$ cat src/rtl/bcd_pair_adder.sv
// Captures two 2-digit BCD operands on strobe rising edges and adds them one digit
// per cycle with decimal correction; the registered sum is held until the next capture.
module bcd_pair_adder #(
  parameter bit ERR_SAT = 1'b1
) (
  input  logic       clock,
  input  logic       reset,
  input  logic       clear,
  input  logic       rng_load,
  input  logic [3:0] rng_tens,
  input  logic [3:0] rng_units,
  input  logic       rng2_load,
  input  logic [3:0] rng2_tens,
  input  logic [3:0] rng2_units,
  output logic [3:0] sum_tens,
  output logic [3:0] sum_ones,
  output logic       sum_carry,
  output logic       sum_valid,
  output logic       bcd_err
);

  typedef enum logic [2:0] {
    IDLE   = 3'd0,
    WAIT_B = 3'd1,
    ADD_U  = 3'd2,
    ADD_T  = 3'd3,
    DONE   = 3'd4
  } state_t;

  state_t     state_q, state_d;
  logic [3:0] a_tens_q, a_tens_d, a_units_q, a_units_d;
  logic [3:0] b_tens_q, b_tens_d, b_units_q, b_units_d;
  logic       hist1_q, hist1_d, hist2_q, hist2_d;
  logic [3:0] units_q, units_d;
  logic       carry_q, carry_d;
  logic [3:0] sum_tens_q, sum_tens_d, sum_ones_q, sum_ones_d;
  logic       sum_carry_q, sum_carry_d, sum_valid_q, sum_valid_d;
  logic       bcd_err_q, bcd_err_d;

  logic       rise1, rise2;
  logic [4:0] u_sum, t_sum;

  function automatic logic [3:0] fix_digit(input logic [3:0] d);
    if (d > 4'd9) return ERR_SAT ? 4'd9 : 4'd0;
    return d;
  endfunction

  assign rise1 = rng_load & ~hist1_q;
  assign rise2 = rng2_load & ~hist2_q;
  assign u_sum = {1'b0, a_units_q} + {1'b0, b_units_q};
  assign t_sum = {1'b0, a_tens_q} + {1'b0, b_tens_q} + {4'b0000, carry_q};

  always_comb begin
    state_d     = state_q;
    a_tens_d    = a_tens_q;
    a_units_d   = a_units_q;
    b_tens_d    = b_tens_q;
    b_units_d   = b_units_q;
    hist1_d     = rng_load;
    hist2_d     = rng2_load;
    units_d     = units_q;
    carry_d     = carry_q;
    sum_tens_d  = sum_tens_q;
    sum_ones_d  = sum_ones_q;
    sum_carry_d = sum_carry_q;
    sum_valid_d = sum_valid_q;
    bcd_err_d   = bcd_err_q;

    case (state_q)
      IDLE, DONE, WAIT_B: begin
        // A recapture in WAIT_B replaces the earlier A; a lone B rise only counts in WAIT_B
        if (rise1) begin
          a_tens_d    = fix_digit(rng_tens);
          a_units_d   = fix_digit(rng_units);
          bcd_err_d   = bcd_err_d | (rng_tens > 4'd9) | (rng_units > 4'd9);
          sum_valid_d = 1'b0;
          state_d     = WAIT_B;
        end
        if (rise2 && (rise1 || state_q == WAIT_B)) begin
          b_tens_d    = fix_digit(rng2_tens);
          b_units_d   = fix_digit(rng2_units);
          bcd_err_d   = bcd_err_d | (rng2_tens > 4'd9) | (rng2_units > 4'd9);
          state_d     = ADD_U;
        end
      end
      ADD_U: begin
        if (u_sum > 5'd9) begin
          units_d = u_sum[3:0] + 4'd6;
          carry_d = 1'b1;
        end else begin
          units_d = u_sum[3:0];
          carry_d = 1'b0;
        end
        state_d = ADD_T;
      end
      ADD_T: begin
        if (t_sum > 5'd9) begin
          sum_tens_d  = t_sum[3:0] + 4'd6;
          sum_carry_d = 1'b1;
        end else begin
          sum_tens_d  = t_sum[3:0];
          sum_carry_d = 1'b0;
        end
        sum_ones_d  = units_q;
        sum_valid_d = 1'b1;
        state_d     = DONE;
      end
      default: begin
        state_d     = IDLE;
        sum_tens_d  = '0;
        sum_ones_d  = '0;
        sum_carry_d = 1'b0;
        sum_valid_d = 1'b0;
      end
    endcase

    if (clear) begin
      state_d     = IDLE;
      a_tens_d    = '0;
      a_units_d   = '0;
      b_tens_d    = '0;
      b_units_d   = '0;
      units_d     = '0;
      carry_d     = 1'b0;
      sum_tens_d  = '0;
      sum_ones_d  = '0;
      sum_carry_d = 1'b0;
      sum_valid_d = 1'b0;
      bcd_err_d   = 1'b0;
    end
  end

  // History resets high so a strobe held through reset is not seen as an edge
  always_ff @(posedge clock or negedge reset) begin
    if (!reset) begin
      state_q     <= IDLE;
      a_tens_q    <= '0;
      a_units_q   <= '0;
      b_tens_q    <= '0;
      b_units_q   <= '0;
      hist1_q     <= 1'b1;
      hist2_q     <= 1'b1;
      units_q     <= '0;
      carry_q     <= 1'b0;
      sum_tens_q  <= '0;
      sum_ones_q  <= '0;
      sum_carry_q <= 1'b0;
      sum_valid_q <= 1'b0;
      bcd_err_q   <= 1'b0;
    end else begin
      state_q     <= state_d;
      a_tens_q    <= a_tens_d;
      a_units_q   <= a_units_d;
      b_tens_q    <= b_tens_d;
      b_units_q   <= b_units_d;
      hist1_q     <= hist1_d;
      hist2_q     <= hist2_d;
      units_q     <= units_d;
      carry_q     <= carry_d;
      sum_tens_q  <= sum_tens_d;
      sum_ones_q  <= sum_ones_d;
      sum_carry_q <= sum_carry_d;
      sum_valid_q <= sum_valid_d;
      bcd_err_q   <= bcd_err_d;
    end
  end

  assign sum_tens  = sum_tens_q;
  assign sum_ones  = sum_ones_q;
  assign sum_carry = sum_carry_q;
  assign sum_valid = sum_valid_q;
  assign bcd_err   = bcd_err_q;

endmodule
$ cat config.mk
export PLATFORM = sky130hd
export DESIGN_NAME = bcd_pair_adder
export DESIGN_NICKNAME = d
export VERILOG_FILES = /design/src/rtl/bcd_pair_adder.sv
export SDC_FILE = /design/constraint.sdc
export NUM_CORES = 1
export LEC_CHECK = 0
export BUFFER_PORTS_ARGS = -buffer_cell sky130_fd_sc_hd__buf_2
export CAP_MARGIN = 20
export CORE_MARGIN = 10
export CORE_UTILIZATION = 35
export CTS_BUF_LIST = sky130_fd_sc_hd__clkbuf_4
export CTS_CLUSTER_SIZE = 16
export DETAILED_ROUTE_END_ITERATION = 8
export MAX_ROUTING_LAYER = met4
export PLACE_DENSITY = 0.66
export SLEW_MARGIN = 20
export SYNTH_ARGS = -nofsm -noshare
export SYNTH_HDL_FRONTEND = slang
export SYNTH_SLANG_ARGS = --single-unit
$ cat constraint.sdc
create_clock -name clock -period 7.1 [get_ports clock]
set_clock_uncertainty 0.2 [all_clocks]
set_input_delay 0.355 -clock clock [delete_from_list [all_inputs] [get_ports clock]]
set_output_delay 0.355 -clock clock [all_outputs]
set_load 0.03 [all_outputs]
==> impl_metrics.ini <==
[status]
status = finished clean

[sta]
fmaxAchievable_mhz = 331
max-slew-margin-rel = 0.463
timing.final.max_slew_violations = 0
hold_viol = 0
layout_worst_path_cycle_share = 0.425
rsz0062_at_grt = no
post-route-min-period_ns = 3.02
timing.setup.tns_ns = 0
timing_worst_slew_pin_value_ns = 0.805
setup_violations = 0

[pwr]
seq_power_share = 0.521
vdd_ir_drop_max_mv = 0.0865
switchingPower_uw = 111
cellPowerDensity_mw_per_mm2 = 184
p_comb_frac = 0.135
total_power_uw = 428
power_switching_share = 0.258
clkPwrFrac = 0.344
cellLeakagePower_nw = 1.15
cellInternalPower_uw = 318

[synthesis]
synth_enable_flop_cells = 0
synthDistinctLibCells = 40
asyncSetResetFlopFracSynth = 1.00
postSynth.topFlopCell = dfrtp_1
synth.area.top_cells = dfrtp_1 44%, a22o_1 6.1%, ha_1 5.6%
synth_warnings = 0
synthesized_area_sq_mm = 0.00201
synthesis.instances = 199
synthesis.area_per_instance_sq_um = 10.1
syn_nets = 232
synth_top_area_cell = dfrtp_1
synth_seq_cells = 37
fraction_of_synthesized_cell_area_taken_by_the_top_area_cell_type = 0.436
synth_seq_area_share = 0.463

[cts]
cts_inserted_buffers = 5
post_cts_resized = 0
latest_clock_arrival_within_the_worst_skew_pair_ns = 0.34
tritoncts_num_sinks = 37
cts_tree = done
cts.htree.levels = 2
ctsLongestPathBuffers = 2
clkTransAtPathRegs_ns = 0.11
root_buffer = clkbuf_4
cts_setup_buffers = 0

[placed_design]
place_congestion = 0.839
dpl_wire_length_mm = 3.19
io_buffer_count = 31
placedInstanceArea_sq_mm = 0.00222

[drt]
drt_drc_violations_left = 0
drt-pass1-iter-count = 4
routed_wire_length_per_instance_microns = 13.5
drt-initial-drc-count = 73
drt.antenna.violating_nets = 0
wirelength_mm = 4.14
num_vias = 1539
avgViaCountPerCell = 5.03

[layout]
final_cell_area_sq_mm = 0.00233
layout-area-overhead-vs-synth_pct = 15.9
finalNetCount = 266
antenna_cells_inserted = 0
layout-drive-gt1-share = 0.209

[grt]
global_route_track_usage_on_met1 = 0.137
grt_pass1_wl_mm = 7.29
antenna_found_initial = 0
grt_remaining_overflow = 0
gr-usage-met3 = 0.0366
global_route.usage.total = 0.101
number_of_global_route_vias_before_repair = 1543
global_route.usage.met2 = 0.138
grt_max_degree = 38
layer_carrying_the_most_global_route_usage = met2

[setup_path]
worst_setup_path_end_kind = register
crit-reg2reg-capture = sum_tens[2]$_DFFE_PN0P_
r2r-start = a_tens_q[0]$_DFFE_PN0P_
setup.worst_path.class = reg -> reg
critical_path_peak_fanout = 3
worst-r2r-setup-slack_ns = 4.08
r2r_cells = 9
timing.critical_path.arrival_ns = 3.09
cp_data_required_time_ns = 7.17
critPathLaunchType = register

[job]
max_cap_violations = 0

[floorplanning]
initial_core_util = 0.362
coreArea_sq_mm = 0.00554
fp-row-count = 27
dieHeight_microns = 95.7
fp.dieArea_sq_mm = 0.00916
boundaryPins = 32
die_w_microns = 95.7

[worst_hold_path]
worst_hold_path.endpoint = b_units_q[1]$_DFFE_PN0P_
hold_path.startpoint = rng2_units[1]
min_path_type = in -> reg
hold_depth = 2
## repair_timing
action	CTS	global route
endpoints found under the setup margin	0	0
hold buffers	3	0
hold endpoints to repair	37	0
## through the flow
stage / util / setup WS [ns] / hold slack [ns] / std cells
after floorplan: - / 4.22 / -0.141 / 199
after global placement: 0.400 / 4.15 / 0.266 / 295
after detailed placement: 0.400 / 4.09 / 0.275 / 295
after CTS: 0.420 / 4.07 / 0.0282 / 306
after global routing: 0.420 / 3.90 / 0.0318 / 306
final: 0.420 / 4.08 / 0.0388 / 306
## Yosys cell counts (2+ instances only)
master    count
nor2_1       19
a211o_1       2
or2_2         2
nand3b_1      2
a21o_1        4
nor3b_1       5
dfrtp_1      35
fa_1          3
o21ai_0      13
nand2b_1      6
mux2i_1       4
xnor2_1       4
nor3_1        5
nor2b_1       5
a22o_1       14
a31oi_1       3
a21oi_1      20
ha_1          9
inv_1         6
nand3_1       4
and3_1        2
dfstp_2       2
a32oi_1       2
clkbuf_1      4
nand2_1       9
## worst max-delay path, cell delays in order, from the launching register on
cell     delay, ns
dfrtp_1       0.42
fa_1          0.47
fa_1          0.41
xnor2_1       0.17
ha_1          0.23
nor2b_1       0.14
a31o_2        0.24
nor3_1        0.20
mux2_2        0.35
o21ai_0       0.13
## cells in the final DEF (no fill, tap or decap), types with 5 or more instances in the layout
cell type	instances
a21oi_1	20
a22o_1	14
nor2b_1	5
buf_2	31
nor3b_1	5
ha_1	9
o21ai_0	13
nor3_1	5
nand2b_1	6
dfrtp_1	35
nor2_1	19
clkbuf_4	6
nand2_1	9
inv_1	6
## state kept, by name, summed over array words and instances (netlist names)
signal     flops
a_tens_q       4
a_units_q      4
b_tens_q       4
b_units_q      4
bcd_err        1
carry_q        1
hist1_q        1
hist2_q        1
state_q        3
sum_carry      1
sum_ones       4
sum_tens       4
sum_valid      1
units_q        4
## power groups by stage
stage	clock network, mW	registers, mW	logic (mW)
5_1_grt	0.162	0.225	0.0661
6_report	0.147	0.223	0.0579
4_1_cts	0.152	0.223	0.0588
3_5_place_dp	0	0.227	0.0573
3_3_place_gp	0	0.227	0.0564
2_1_floorplan	0	0.226	0.0389
## logic make-up after synthesis
logic type / Yosys count / synth area share
flops: 37 / 0.463
mux: 5 / 0.0256
buf+inv: 13 / 0.0287
xor+xnor: 5 / 0.0218
compound gates: 62 / 0.203
fa+ha+maj: 12 / 0.0860
simple gates: 65 / 0.173
## worst max-delay path by stage
stage | start | endpoint | slack (ns)
global placement | a_tens_q[0]$_DFFE_PN0P_ | sum_tens[2]$_DFFE_PN0P_ | 4.15
global route | a_tens_q[0]$_DFFE_PN0P_ | sum_tens[2]$_DFFE_PN0P_ | 3.90
CTS | a_tens_q[0]$_DFFE_PN0P_ | sum_tens[2]$_DFFE_PN0P_ | 4.07
detailed placement | a_tens_q[0]$_DFFE_PN0P_ | sum_tens[2]$_DFFE_PN0P_ | 4.09
finish | a_tens_q[0]$_DFFE_PN0P_ | sum_tens[2]$_DFFE_PN0P_ | 4.08
floorplan | a_tens_q[0]$_DFFE_PN0P_ | sum_tens[2]$_DFFE_PN0P_ | 4.22
## layer usage
layer / part of all wire / routed length, microns
met5: 0 / 0
met2: 0.41 / 1700
met1: 0.51 / 2120
met3: 0.070 / 289
met4: 0.0077 / 32
## cell type report
| type | count | area (sq um) |
|---|---|---|
| Clock buffer | 6 | 45.0 |
| Fill cell | 571 | 3210 |
| Tap cell | 72 | 90.1 |
| Inverter | 6 | 22.5 |
| Clock inverter | 2 | 33.8 |
| Sequential cell | 37 | 928 |
| Timing Repair Buffer | 34 | 185 |
| Multi-Input combinational cell | 149 | 1020 |
Power figures use the tool's default switching activity.
